File: src/rtl/vending_change_controller_if.sv
// Coin/selection inputs and dispenser/change outputs of the vending change controller.
// Prices and coin values travel with the bus because they size the same datapath.
interface vending_change_controller_if #(
  parameter int NUM_ITEMS  = 4,
  parameter int NUM_COINS  = 3,
  parameter int TOTAL_BITS = 31
);
  logic [NUM_COINS-1:0]            i_input_coin;
  logic [NUM_ITEMS-1:0]            i_select_item;
  logic                            i_trigger_return;
  logic                            i_restock;
  logic [NUM_ITEMS*TOTAL_BITS-1:0] item_price;
  logic [NUM_COINS*TOTAL_BITS-1:0] coin_value;
  logic [NUM_ITEMS-1:0]            o_available_item;
  logic [NUM_ITEMS-1:0]            o_output_item;
  logic [NUM_COINS-1:0]            o_return_coin;
  logic [TOTAL_BITS-1:0]           o_balance;
  logic                            o_busy;
  logic                            o_coin_reject;

  modport master (
    output i_input_coin, i_select_item, i_trigger_return, i_restock, item_price, coin_value,
    input  o_available_item, o_output_item, o_return_coin, o_balance, o_busy, o_coin_reject
  );

  modport slave (
    input  i_input_coin, i_select_item, i_trigger_return, i_restock, item_price, coin_value,
    output o_available_item, o_output_item, o_return_coin, o_balance, o_busy, o_coin_reject
  );
endinterface

File: src/rtl/vending_change_controller.sv
// Vending balance, per-item stock, inactivity timer and greedy one-coin-per-cycle change return.
// Coin values are expected strictly descending with index so the lowest fitting index is the largest coin.
module vending_change_controller #(
  parameter int NUM_ITEMS  = 4,
  parameter int NUM_COINS  = 3,
  parameter int TOTAL_BITS = 31,
  parameter int STOCK_BITS = 4,
  parameter int INIT_STOCK = 3,
  parameter int TIMEOUT    = 100
) (
  input logic                       clk,
  input logic                       reset,
  vending_change_controller_if.slave bus
);
  localparam int SUM_W   = TOTAL_BITS + NUM_COINS;
  localparam int WIDE_W  = SUM_W + 1;
  localparam int TIMER_W = $clog2(TIMEOUT + 1);
  localparam logic [TIMER_W-1:0]    TIMER_LOAD = TIMER_W'(TIMEOUT);
  localparam logic [TIMER_W-1:0]    TIMER_ONE  = TIMER_W'(1);
  localparam logic [STOCK_BITS-1:0] STOCK_FULL = {STOCK_BITS{1'b1}};
  localparam logic [STOCK_BITS-1:0] STOCK_INIT = STOCK_BITS'(INIT_STOCK);
  localparam logic [STOCK_BITS-1:0] STOCK_ONE  = STOCK_BITS'(1);
  localparam logic [WIDE_W-1:0]     BAL_MAX    = {{(WIDE_W-TOTAL_BITS){1'b0}}, {TOTAL_BITS{1'b1}}};

  typedef enum logic [1:0] {IDLE = 2'd0, ACTIVE = 2'd1, RETURN = 2'd2} state_t;

  state_t                  state_r, state_nxt_s;
  logic [TOTAL_BITS-1:0]   balance_r, balance_nxt_s, purchase_bal_s;
  logic [TIMER_W-1:0]      timer_r, timer_nxt_s;
  logic [STOCK_BITS-1:0]   stock_r [NUM_ITEMS];
  logic [NUM_ITEMS-1:0]    output_item_r, serve_s, avail_s;
  logic                    coin_reject_r, accept_s, reject_s, activity_s, expire_s;
  logic                    served_any_s, coin_found_s;
  logic [SUM_W-1:0]        coin_sum_s;
  logic [WIDE_W-1:0]       wide_total_s;
  logic [TOTAL_BITS-1:0]   price_taken_s, return_value_s;
  logic [NUM_COINS-1:0]    return_coin_s;

  // Availability and lowest-index serve arbitration
  always_comb begin
    avail_s       = {NUM_ITEMS{1'b0}};
    serve_s       = {NUM_ITEMS{1'b0}};
    price_taken_s = {TOTAL_BITS{1'b0}};
    served_any_s  = 1'b0;
    for (int i = 0; i < NUM_ITEMS; i++) begin
      avail_s[i] = (state_r != RETURN) &&
                   (bus.item_price[i*TOTAL_BITS +: TOTAL_BITS] <= balance_r) &&
                   (stock_r[i] != {STOCK_BITS{1'b0}});
      if (bus.i_select_item[i] && avail_s[i] && !served_any_s) begin
        serve_s[i]    = 1'b1;
        price_taken_s = bus.item_price[i*TOTAL_BITS +: TOTAL_BITS];
        served_any_s  = 1'b1;
      end else begin
        serve_s[i]    = 1'b0;
      end
    end
  end

  // Coin sum, overflow-guarded acceptance and greedy change coin selection
  always_comb begin
    coin_sum_s     = {SUM_W{1'b0}};
    return_coin_s  = {NUM_COINS{1'b0}};
    return_value_s = {TOTAL_BITS{1'b0}};
    coin_found_s   = 1'b0;
    for (int j = 0; j < NUM_COINS; j++) begin
      if (bus.i_input_coin[j]) begin
        coin_sum_s = coin_sum_s + SUM_W'(bus.coin_value[j*TOTAL_BITS +: TOTAL_BITS]);
      end else begin
        coin_sum_s = coin_sum_s;
      end
      if ((state_r == RETURN) && !coin_found_s && (balance_r != {TOTAL_BITS{1'b0}}) &&
          (bus.coin_value[j*TOTAL_BITS +: TOTAL_BITS] <= balance_r)) begin
        return_coin_s[j] = 1'b1;
        return_value_s   = bus.coin_value[j*TOTAL_BITS +: TOTAL_BITS];
        coin_found_s     = 1'b1;
      end else begin
        return_coin_s[j] = 1'b0;
      end
    end
    // price_taken never exceeds balance, so the wide subtraction cannot wrap
    wide_total_s = WIDE_W'(balance_r) + WIDE_W'(coin_sum_s) - WIDE_W'(price_taken_s);
    accept_s     = (|bus.i_input_coin) && (state_r != RETURN) && (wide_total_s <= BAL_MAX);
    reject_s     = (|bus.i_input_coin) && !accept_s;
    activity_s   = accept_s || served_any_s;
    if (accept_s) begin
      purchase_bal_s = wide_total_s[TOTAL_BITS-1:0];
    end else begin
      purchase_bal_s = balance_r - price_taken_s;
    end
  end

  // Next state, balance and inactivity timer
  always_comb begin
    state_nxt_s   = state_r;
    balance_nxt_s = balance_r;
    timer_nxt_s   = timer_r;
    expire_s      = !activity_s && (timer_r <= TIMER_ONE);
    case (state_r)
      IDLE: begin
        balance_nxt_s = purchase_bal_s;
        if (purchase_bal_s != {TOTAL_BITS{1'b0}}) begin
          state_nxt_s = ACTIVE;
          timer_nxt_s = TIMER_LOAD;
        end else begin
          state_nxt_s = IDLE;
        end
      end
      ACTIVE: begin
        balance_nxt_s = purchase_bal_s;
        if ((bus.i_trigger_return || expire_s) && (purchase_bal_s != {TOTAL_BITS{1'b0}})) begin
          state_nxt_s = RETURN;
        end else if (purchase_bal_s == {TOTAL_BITS{1'b0}}) begin
          state_nxt_s = IDLE;
        end else if (activity_s) begin
          timer_nxt_s = TIMER_LOAD;
        end else begin
          timer_nxt_s = timer_r - TIMER_ONE;
        end
      end
      RETURN: begin
        // With no fitting coin the sub-coin residue is forfeited
        if (coin_found_s) begin
          balance_nxt_s = balance_r - return_value_s;
        end else begin
          balance_nxt_s = {TOTAL_BITS{1'b0}};
        end
        if (balance_nxt_s == {TOTAL_BITS{1'b0}}) begin
          state_nxt_s = IDLE;
        end else begin
          state_nxt_s = RETURN;
        end
      end
      default: begin
        state_nxt_s   = IDLE;
        balance_nxt_s = {TOTAL_BITS{1'b0}};
        timer_nxt_s   = {TIMER_W{1'b0}};
      end
    endcase
  end

  // State, balance, timer, stock and registered pulse outputs
  always_ff @(posedge clk) begin
    if (reset) begin
      state_r       <= IDLE;
      balance_r     <= {TOTAL_BITS{1'b0}};
      timer_r       <= {TIMER_W{1'b0}};
      output_item_r <= {NUM_ITEMS{1'b0}};
      coin_reject_r <= 1'b0;
      for (int i = 0; i < NUM_ITEMS; i++) stock_r[i] <= STOCK_INIT;
    end else begin
      state_r       <= state_nxt_s;
      balance_r     <= balance_nxt_s;
      timer_r       <= timer_nxt_s;
      output_item_r <= serve_s;
      coin_reject_r <= reject_s;
      for (int i = 0; i < NUM_ITEMS; i++) begin
        if (bus.i_restock) begin
          stock_r[i] <= STOCK_FULL;
        end else if (serve_s[i]) begin
          stock_r[i] <= stock_r[i] - STOCK_ONE;
        end else begin
          stock_r[i] <= stock_r[i];
        end
      end
    end
  end

  assign bus.o_available_item = avail_s;
  assign bus.o_output_item    = output_item_r;
  assign bus.o_return_coin    = return_coin_s;
  assign bus.o_balance        = balance_r;
  assign bus.o_busy           = (state_r == RETURN);
  assign bus.o_coin_reject    = coin_reject_r;
endmodule

File: src/flat_wrapper.sv
// flat-port wrapper written by rule: the top's interface ports become plain ports
module vending_change_controller_flat 
#(
  parameter int NUM_ITEMS  = 4,
  parameter int NUM_COINS  = 3,
  parameter int TOTAL_BITS = 31,
  parameter int STOCK_BITS = 4,
  parameter int INIT_STOCK = 3,
  parameter int TIMEOUT    = 100
)
  (clk, reset, bus_i_input_coin, bus_i_select_item, bus_i_trigger_return, bus_i_restock, bus_item_price, bus_coin_value, bus_o_available_item, bus_o_output_item, bus_o_return_coin, bus_o_balance, bus_o_busy, bus_o_coin_reject);
  vending_change_controller_if #(.NUM_ITEMS(NUM_ITEMS), .NUM_COINS(NUM_COINS), .TOTAL_BITS(TOTAL_BITS)) bus_i ();
  input logic clk;
  input logic reset;
  input wire logic [$bits(bus_i.i_input_coin)-1:0] bus_i_input_coin;
  input wire logic [$bits(bus_i.i_select_item)-1:0] bus_i_select_item;
  input wire logic [$bits(bus_i.i_trigger_return)-1:0] bus_i_trigger_return;
  input wire logic [$bits(bus_i.i_restock)-1:0] bus_i_restock;
  input wire logic [$bits(bus_i.item_price)-1:0] bus_item_price;
  input wire logic [$bits(bus_i.coin_value)-1:0] bus_coin_value;
  output wire logic [$bits(bus_i.o_available_item)-1:0] bus_o_available_item;
  output wire logic [$bits(bus_i.o_output_item)-1:0] bus_o_output_item;
  output wire logic [$bits(bus_i.o_return_coin)-1:0] bus_o_return_coin;
  output wire logic [$bits(bus_i.o_balance)-1:0] bus_o_balance;
  output wire logic [$bits(bus_i.o_busy)-1:0] bus_o_busy;
  output wire logic [$bits(bus_i.o_coin_reject)-1:0] bus_o_coin_reject;
  assign bus_i.i_input_coin = bus_i_input_coin;
  assign bus_i.i_select_item = bus_i_select_item;
  assign bus_i.i_trigger_return = bus_i_trigger_return;
  assign bus_i.i_restock = bus_i_restock;
  assign bus_i.item_price = bus_item_price;
  assign bus_i.coin_value = bus_coin_value;
  assign bus_o_available_item = bus_i.o_available_item;
  assign bus_o_output_item = bus_i.o_output_item;
  assign bus_o_return_coin = bus_i.o_return_coin;
  assign bus_o_balance = bus_i.o_balance;
  assign bus_o_busy = bus_i.o_busy;
  assign bus_o_coin_reject = bus_i.o_coin_reject;
  vending_change_controller #(.NUM_ITEMS(NUM_ITEMS), .NUM_COINS(NUM_COINS), .TOTAL_BITS(TOTAL_BITS), .STOCK_BITS(STOCK_BITS), .INIT_STOCK(INIT_STOCK), .TIMEOUT(TIMEOUT)) u_core (.clk(clk), .reset(reset), .bus(bus_i));
endmodule
File: config.mk
export PLATFORM = sky130hd
export DESIGN_NAME = vending_change_controller_flat
export DESIGN_NICKNAME = d
export VERILOG_FILES = /design/src/rtl/vending_change_controller_if.sv /design/src/rtl/vending_change_controller.sv /design/src/flat_wrapper.sv
export SDC_FILE = /design/constraint.sdc
export NUM_CORES = 1
export LEC_CHECK = 0
export ABC_AREA = 1
export CORE_UTILIZATION = 32
export CTS_CLUSTER_DIAMETER = 50
export DETAILED_ROUTE_END_ITERATION = 12
export HOLD_SLACK_MARGIN = 0.12
export PLACE_DENSITY_LB_ADDON = 0.3
export RECOVER_POWER = 100
export SLEW_MARGIN = 20
export SYNTH_ARGS = -nofsm -noshare
export SYNTH_HDL_FRONTEND = slang
export SYNTH_SLANG_ARGS = --single-unit
export TNS_END_PERCENT = 50
File: constraint.sdc
create_clock -name clk -period 15.79 [get_ports clk]
set_input_delay 3.158 -clock clk [delete_from_list [all_inputs] [get_ports clk]]
set_output_delay 3.158 -clock clk [all_outputs]
set_load 0.03 [all_outputs]
## After elaboration in Yosys (flattened, before gate mapping)

Memory sizes are Yosys's and may differ from the RTL's.
Index checks and enable logic that the tools add are counted.

- Flip-flop bits (word level): 45
- Bits in writable memories: 16
- Input bits: 228
- Output and inout bits: 44
- Word-level logic and storage cells: 180
- Memories: 1

- Add/subtract/negate cells: 11
- Magnitude comparators: 9
- Equal/unequal tests: 7
- Muxes and demuxes: 85
- Bitwise logic cells: 13
- Reduce and logical (&&, ||, !) cells: 49

Memory list:

| memory | depth | width | read ports | clocked after memory_dff | write ports | RTL line | source |
|---|---|---|---|---|---|---|---|
| u_core.stock_r | 4 | 4 | 4 | 0 | 4 | vending_change_controller.sv:30 | `logic [STOCK_BITS-1:0] stock_r [NUM_ITEMS];` |

Operators by type and width:

| operator | count |
|---|---|
| $mux 31 | 11 |
| $le 31x31->1 | 7 |
| $mux 34 | 2 |
| $logic_not 31->1 | 2 |
| $pmux 31 s2 | 1 |
| $reduce_bool 31->1 | 2 |
| $sub 31x31->31 | 2 |
| $mux 1 | 50 |
| $mux 4 | 12 |
| $add 31x34->35 | 1 |
| $le 35x31->1 const B | 1 |
| $sub 35x31->35 | 1 |
| $add 34x31->34 | 1 |
| $add 31x31->32 | 1 |
| $logic_and 1x1->1 | 28 |
| $mux 7 | 4 |
| $pmux 7 s3 | 1 |
| $reduce_bool 4->1 | 4 |
| $sub 4x1->4 const B | 4 |
| $or 1x1->1 | 12 |
| $le 7x1->1 const B | 1 |
| $logic_not 1->1 | 7 |
| $sub 7x1->7 const B | 1 |
| $mux 2 | 3 |
| 12 further kinds | 15 |

## Depth between registers and ports, before layout

Gate-level depths: netlist of run 1.

- Depth in word-level cells: 24
- Gate-level depth with buffers: 64
- Gate-level depth less buffers: 60

## Worst setup path after synthesis of run 1

No wires, ideal clock.

- Kind: in2reg
- From: input bus_i_input_coin[0]
- To: register u_core.timer_r[1]
- Setup time: 114 ps
- Data arrival time: 10656 ps
- Required time: 15676 ps
- Slack: 5020 ps
- Cell stages on the path: 54
- Buffers on the path: 4
- Path through: buf_6 > clkbuf_1 > clkbuf_1 > nand2_1 > inv_1 > ha_1 > inv_1 > fa_1 > inv_1 > nand2_1 > nand3_1 > nand2_1 > o21ai_2 > a21oi_1 > o21bai_1 > a21boi_1 > o21ai_0 > xnor2_1 > (+18 left out) > nand2_1 > a21oi_1 > nand2_1 > nand2_1 > nand4_1 > nor2_4 > buf_4 > nand3_1 > nand2_1 > nand2_1 > nor2_1 > nand2_1 > nor2_1 > nand4_2 > nand3_4 > nand2_1 > nand2_1 > nor2_2

- Word-level cells in the longest chain between the ends: 16
- Elaborated cells on any way between the ends: 27
- Classes of those cells: add/sub (4); order compare (1); eq/ne (3); mux (8); reduce/logical (11)

RTL lines:

| item | RTL line | source |
|---|---|---|
| from (decl) | flat_wrapper.sv:15 | `input wire logic [$bits(bus_i.i_input_coin)-1:0] bus_i_input_coin;` |
| branches (longest 16 deep; another with $add 31x34->35) | -- |  |
| to (signal assigned) | vending_change_controller.sv:146 | `timer_r <= {TIMER_W{1'b0}};` |
| to (signal assigned) | vending_change_controller.sv:153 | `timer_r <= timer_nxt_s;` |
| to (decl) | vending_change_controller.sv:29 | `logic [TIMER_W-1:0] timer_r, timer_nxt_s;` |

Several ways; the timed one is not identified. The select of a mux whose other input is x is not followed.
A chain may end at the register's enable or synchronous reset.

## Worst setup path in the final report of run 1

- From: input bus_item_price[10]
- To: register u_core.timer_r[5]

- Word-level cells in the longest chain between the ends: 24
- Elaborated cells on any way between the ends: 38
- Classes of those cells: add/sub (2); order compare (2); eq/ne (3); mux (13); reduce/logical (18)

RTL lines:

| item | RTL line | source |
|---|---|---|
| from (decl) | flat_wrapper.sv:19 | `input wire logic [$bits(bus_i.item_price)-1:0] bus_item_price;` |
| branches (longest 24 deep; another with $le 31x31->1) | -- |  |

Several ways; the timed one is not identified. The select of a mux whose other input is x is not followed.

==> impl_metrics.json, run 1 <==
{
  "num_io_pins": 272,
  "cts_buffer_depth": 2,
  "drc": 0,
  "firstDrtPassIters": 6,
  "num_vias": 23560,
  "layout-drive-gt1-share": 0.02373,
  "avgRoutedWirePerCell_um": 20.75,
  "antenna_left": 0,
  "htreeDepth": 3,
  "grt_remaining_overflow": 0,
  "cp_slowest_cell": "a21boi_0",
  "syn2layout_area_growth_pct": 19.48,
  "clk_pin_slew_ns": 0.05,
  "synth_edf_count": 16,
  "end_kind": "flop",
  "clock_latency_ns": 0.36,
  "leakage_nw": 11.76,
  "critPathRequiredTime_ns": 16.04,
  "gp_congestion": 1.026,
  "maxCapViolCount": 3,
  "grt_pass1_vias": 21970,
  "cp_max_fo": 37,
  "seq_area_frac_synth": 0.06900,
  "setup_viol": 0,
  "synth_cell_types": 63,
  "cts_setup_buffers": 0,
  "drt-initial-drc-count": 2053,
  "synthTopCellsByArea": "ha_1 (24%), nand2_1 (16%), a21oi_1 (8.1%)",
  "grt_max_degree": 55,
  "final_common_cell": "nand2_1",
  "routed_via_density": 5.429,
  "p_per_area_nw_per_um2": 227.6,
  "maxSlewViolCount": 119,
  "syn_nets": 3891,
  "slowest_delay_ns": 3.34,
  "rsz0062_at_grt": "false",
  "antenna_found_initial": 1,
  "grt_pass1_wl_mm": 133.0,
  "hold_buffers": 0,
  "cts_tree": "yes",
  "crit_type": "input pin to flop",
  "fp-row-count": 91,
  "die_y_um": 252.1,
  "fin_skew_ns": 0.007474,
  "layout_common_cells": "nand2_1 (883), inv_1 (378), ha_1 (376)",
  "period_needed_ns": 14.05,
  "design.die.area_um2": 63560,
  "clock-sinks": 61,
  "n_fill_cell": 6827,
  "max_slew.worst_pin.slew_ns": 4.497,
  "ys.flop_type": "dfxtp_1",
  "grtUsageTotal": 0.2772,
  "core_um2": 61710,
  "synth_top_area_frac": 0.2350,
  "dp_hpwl_mm": 77.70,
  "dieWidth_um": 252.1,
  "start_kind": "input pin",
  "nets": 4132,
  "initial_utilization": 0.3244,
  "async_flop_share": 0,
  "ys_ff_latch": 61,
  "cts-root-buf": "clkbuf_16",
  "syn-cell-area_um2": 20020,
  "hp-class": "flop to flop",
  "hold_viol": 0,
  "cts-resized-gates": 0,
  "yosysTopAreaCell": "ha_1",
  "postLayoutCoreUtil": 0.3876,
  "violations": "max-capacitance violations, max-slew violations",
  "fin_setup_tns_ns": 0,
  "fin_hold_ws_ns": 0.5535,
  "irDropWorstVdd_uv": 90.40,
  "ys.warnings.count": 0,
  "synth_area_per_cell_um2": 6.156,
  "port_buffers": 271,
  "routed_wl_mm": 90.04,
  "outcome": "finished with violations",
  "max_freq_mhz": 71.19,
  "slew_headroom": -2.025,
  "finalPower_mw": 5.444,
  "postSynthCellCount": 3252,
  "finalCritPeriodShare": 0.8896,
  "cts_made_buffers": 9,
  "worstPathArrival_ns": 14.29
}
==> sequential cells by signal (all words and copies together) (netlist names) <==
signal / count
u_core.timer_r: 7
u_core.bus.o_output_item: 4
u_core.state_r: 2
u_core.stock_r: 16
u_core.bus.o_balance: 31
u_core.bus.o_coin_reject: 1
==> metrics by stage <==
step	setup WS, ns	std cells	instance area, um^2
floorplan	5.020	3252	20020
global placement	3.061	4319	23660
detailed placement	2.902	4319	23660
CTS	3.265	4335	23950
global route	1.178	4336	23910
finish	1.743	4339	23920
==> synthesized netlist by cell type, drive strengths merged, types with 14 or more instances <==
cell	instances
a22oi	23
dfxtp	45
nand3	182
nor4	21
inv	380
a21oi	325
nand4	72
a21o	26
nor3	41
buf	17
o21ai	244
nand2	901
nor2	234
ha	376
xnor2	67
a31oi	16
xor2	66
clkbuf	46
nand3b	14
edfxtp	16
fa	35
==> power breakdown <==
part,internal (mW),switching [mW]
Combinational,1.63,3.30
Sequential,0.205,0.0993
Clock,0.124,0.0830
Total,1.96,3.48
==> layer usage <==
metal,vias to the layer above,track usage,part of all wire
li1,11570,-,-
met1,10820,0.3804,0.44
met2,1027,0.4379,0.43
met3,139,0.02853,0.075
met4,0,0.1202,0.047
met5,-,0,0
==> final timing paths <==
kind / startpoint / to / slack (ns) / depth (start not counted)
min reg2reg: u_core.timer_r[6] / u_core.timer_r[6] / 0.55 / 4
min: u_core.timer_r[6] / u_core.timer_r[6] / 0.55 / 4
max: bus_item_price[10] / u_core.timer_r[5] / 1.74 / 32
max reg2reg: u_core.bus.o_balance[10] / u_core.timer_r[5] / 3.94 / 32
==> final cells by class <==
cell class                      instances  area (um^2)  share of cell area
Sequential cell                        61         1381             0.05776
Antenna cell                            4        10.01           0.0004185
Clock buffer                           13        281.5             0.01177
Multi-Input combinational cell       2743        16870              0.7053
Timing Repair Buffer                  293         2865              0.1198
Tap cell                              837         1047             0.04379
Clock inverter                          3        17.52           0.0007324
Inverter                              385         1445             0.06042
==> critical path, delay by kind of cell <==
family          cells  cell delay, ns
compound gates      2            3.80
fa+ha+maj           3            1.33
simple gates       25            5.29
buf+inv             2            0.65
==> cells by family after synthesis <==
| logic type | after synthesis | synth area share |
|---|---|---|
| compound gates | 715 | 0.2000 |
| buf+inv | 448 | 0.08719 |
| fa+ha+maj | 411 | 0.2700 |
| flops | 61 | 0.06900 |
| simple gates | 1484 | 0.3156 |
| xor+xnor | 133 | 0.05819 |
(Power assumes the default switching activity.)
==> inputs of run 2 (changes only) <==
--- a/config.mk
+++ b/config.mk
@@ -6,14 +6,16 @@
 export NUM_CORES = 1
 export LEC_CHECK = 0
 export ABC_AREA = 1
+export CORE_MARGIN = 4
 export CORE_UTILIZATION = 32
 export CTS_CLUSTER_DIAMETER = 50
 export DETAILED_ROUTE_END_ITERATION = 12
 export HOLD_SLACK_MARGIN = 0.12
 export PLACE_DENSITY_LB_ADDON = 0.3
 export RECOVER_POWER = 100
+export REMOVE_ABC_BUFFERS = 1
 export SLEW_MARGIN = 20
 export SYNTH_ARGS = -nofsm -noshare
 export SYNTH_HDL_FRONTEND = slang
 export SYNTH_SLANG_ARGS = --single-unit
-export TNS_END_PERCENT = 50
+export TNS_END_PERCENT = 20
==> run 2 against run 1 <==
  * The run still ends with max-capacitance violations, max-slew violations left
  * Cell area hardly changed
  * Die area is 4.8% higher
  * Power is 1.6% higher
  * Sequential share of layout area hardly changed
  * Combinational power is 2% higher
  * Clock power is 8% higher
  * Non-clock buffer count is 7 lower
  * Clock skew is 0.0019 ns higher
  * Setup slack better by 0.19 ns
  * Clock-buffer cell count is 4 lower
  * Largest cell class unchanged
  * Highest routed layer is now met5
==> impl_metrics.json, run 2 (synthesized netlist as in run 1, its figures left out) <==
{
  "antenna_left": 0,
  "largest_register_ffs": 31,
  "dp_hpwl_mm": 79.15,
  "wl_met1_mm": 38.89,
  "route.met3.wl_mm": 6.855,
  "critPathRequiredTime_ns": 16.03,
  "start_kind": "input pin",
  "crit_type": "input pin to flop",
  "dr_wl_met2_mm": 40.52,
  "clk_pin_slew_ns": 0.05,
  "max_freq_mhz": 72.19,
  "slew_headroom": -0.6611,
  "post-place-ws_ns": 2.841,
  "dieWidth_um": 258.1,
  "setup_viol": 0,
  "fin_setup_tns_ns": 0,
  "placed_area_um2": 23610,
  "hold_viol": 0,
  "postLayoutCoreUtil": 0.3865,
  "worstPathArrival_ns": 14.09,
  "cts-resized-gates": 0,
  "slowest_delay_ns": 1.76,
  "p_per_area_nw_per_um2": 231.6,
  "layout-drive-gt1-share": 0.02206,
  "port_buffers": 271,
  "grt_remaining_overflow": 0,
  "cts_buffer_depth": 2,
  "highest_layer": "met5",
  "die_y_um": 258.1,
  "grt_max_degree": 54,
  "maxSlewViolCount": 86,
  "stdcell_area_um2": 23890,
  "drt-initial-drc-count": 2224,
  "htreeDepth": 3,
  "end_kind": "flop",
  "leakage_nw": 11.74,
  "maxCapViolCount": 3,
  "design.die.area_um2": 66620,
  "nets": 4125,
  "fin_skew_ns": 0.009349,
  "cts-root-buf": "clkbuf_16",
  "hold_buffers": 0,
  "cts_made_buffers": 9,
  "cts_setup_buffers": 0,
  "path_common_cell": "nand2_1",
  "grtUsageTotal": 0.2622,
  "num_io_pins": 272,
  "layout_common_cells": "nand2_1 (881), inv_1 (378), ha_1 (376)",
  "routed_wl_mm": 91.01,
  "cp_slowest_cell": "clkbuf_1",
  "gp_congestion": 1.055,
  "grt_pass1_vias": 22680,
  "outcome": "finished with violations",
  "clock-sinks": 61,
  "cp_max_fo": 43,
  "firstDrtPassIters": 7,
  "max_slew.worst_pin.slew_ns": 2.492,
  "avgRoutedWirePerCell_um": 21.02,
  "finalCritPeriodShare": 0.8773,
  "period_needed_ns": 13.85,
  "cts_tree": "yes",
  "setup_slack_ns": 1.937,
  "rsz0062_at_grt": "false",
  "clock_latency_ns": 0.36,
  "initial_utilization": 0.3238,
  "syn2layout_area_growth_pct": 19.36,
  "fp-row-count": 91,
  "drc": 0,
  "violations": "max-capacitance violations, max-slew violations",
  "routed_via_density": 5.424,
  "antenna_found_initial": 8,
  "core_um2": 61830,
  "final_common_cell": "nand2_1",
  "irDropWorstVdd_uv": 93.19,
  "num_vias": 23490,
  "hp-class": "flop to flop",
  "grt_pass1_wl_mm": 134.5
}
-- run 2: through the flow --
| step | hold WS [ns] | instances | total power [mW] |
|---|---|---|---|
| 5_1_grt | 0.5809 | 4328 | 6.041 |
| 3_5_place_dp | 0.5413 | 4312 | 5.189 |
| 6_report | 0.5596 | 4330 | 5.533 |
| 2_1_floorplan | 0.5028 | 3189 | 3.629 |
| 4_1_cts | 0.5553 | 4328 | 5.433 |
| 3_3_place_gp | 0.5329 | 4312 | 5.193 |
-- run 2: routing by layer --
layer | global-route usage | vias up
met1 | 0.3510 | 10760
met5 | 0 | -
li1 | - | 11550
met3 | 0.02412 | 171
met2 | 0.4311 | 1004
met4 | 0.1126 | 2
-- run 2: report_power, final --
group	switching [mW]	internal, mW	leakage, nW	total (mW)
logic	3.39	1.63	11.1	5.01
clock network	0.0853	0.139	0.152	0.224
registers	0.0890	0.205	0.516	0.294
-- run 2: path summary, 6_finish.rpt --
| path | start | to | slack [ns] | depth (start not counted) |
|---|---|---|---|---|
| worst max-delay path | bus_item_price[27] | u_core.timer_r[5] | 1.94 | 36 |
| worst min-delay path | u_core.timer_r[6] | u_core.timer_r[6] | 0.56 | 4 |
| worst max register to register | u_core.bus.o_balance[27] | u_core.timer_r[5] | 4.44 | 36 |
| worst min register to register | u_core.timer_r[6] | u_core.timer_r[6] | 0.56 | 4 |
-- run 2: final cells by class --
type / instances / area (um^2)
antenna: 2 / 5.005
clock buffer: 9 / 225.2
clock inverter: 7 / 97.59
fill: 6723 / 37930
inverter: 385 / 1445
multi-input combinational: 2743 / 16880
sequential: 61 / 1381
tap: 837 / 1047
timing repair buffer: 286 / 2813
-- run 2: worst max-delay path: cells and delay by family --
kind	cells	cell delay, ns
AOI/OAI and AO/OA	5	1.53
adders and majority gates	3	1.41
buffers and inverters	3	2.41
and+or+nand+nor	25	5.55
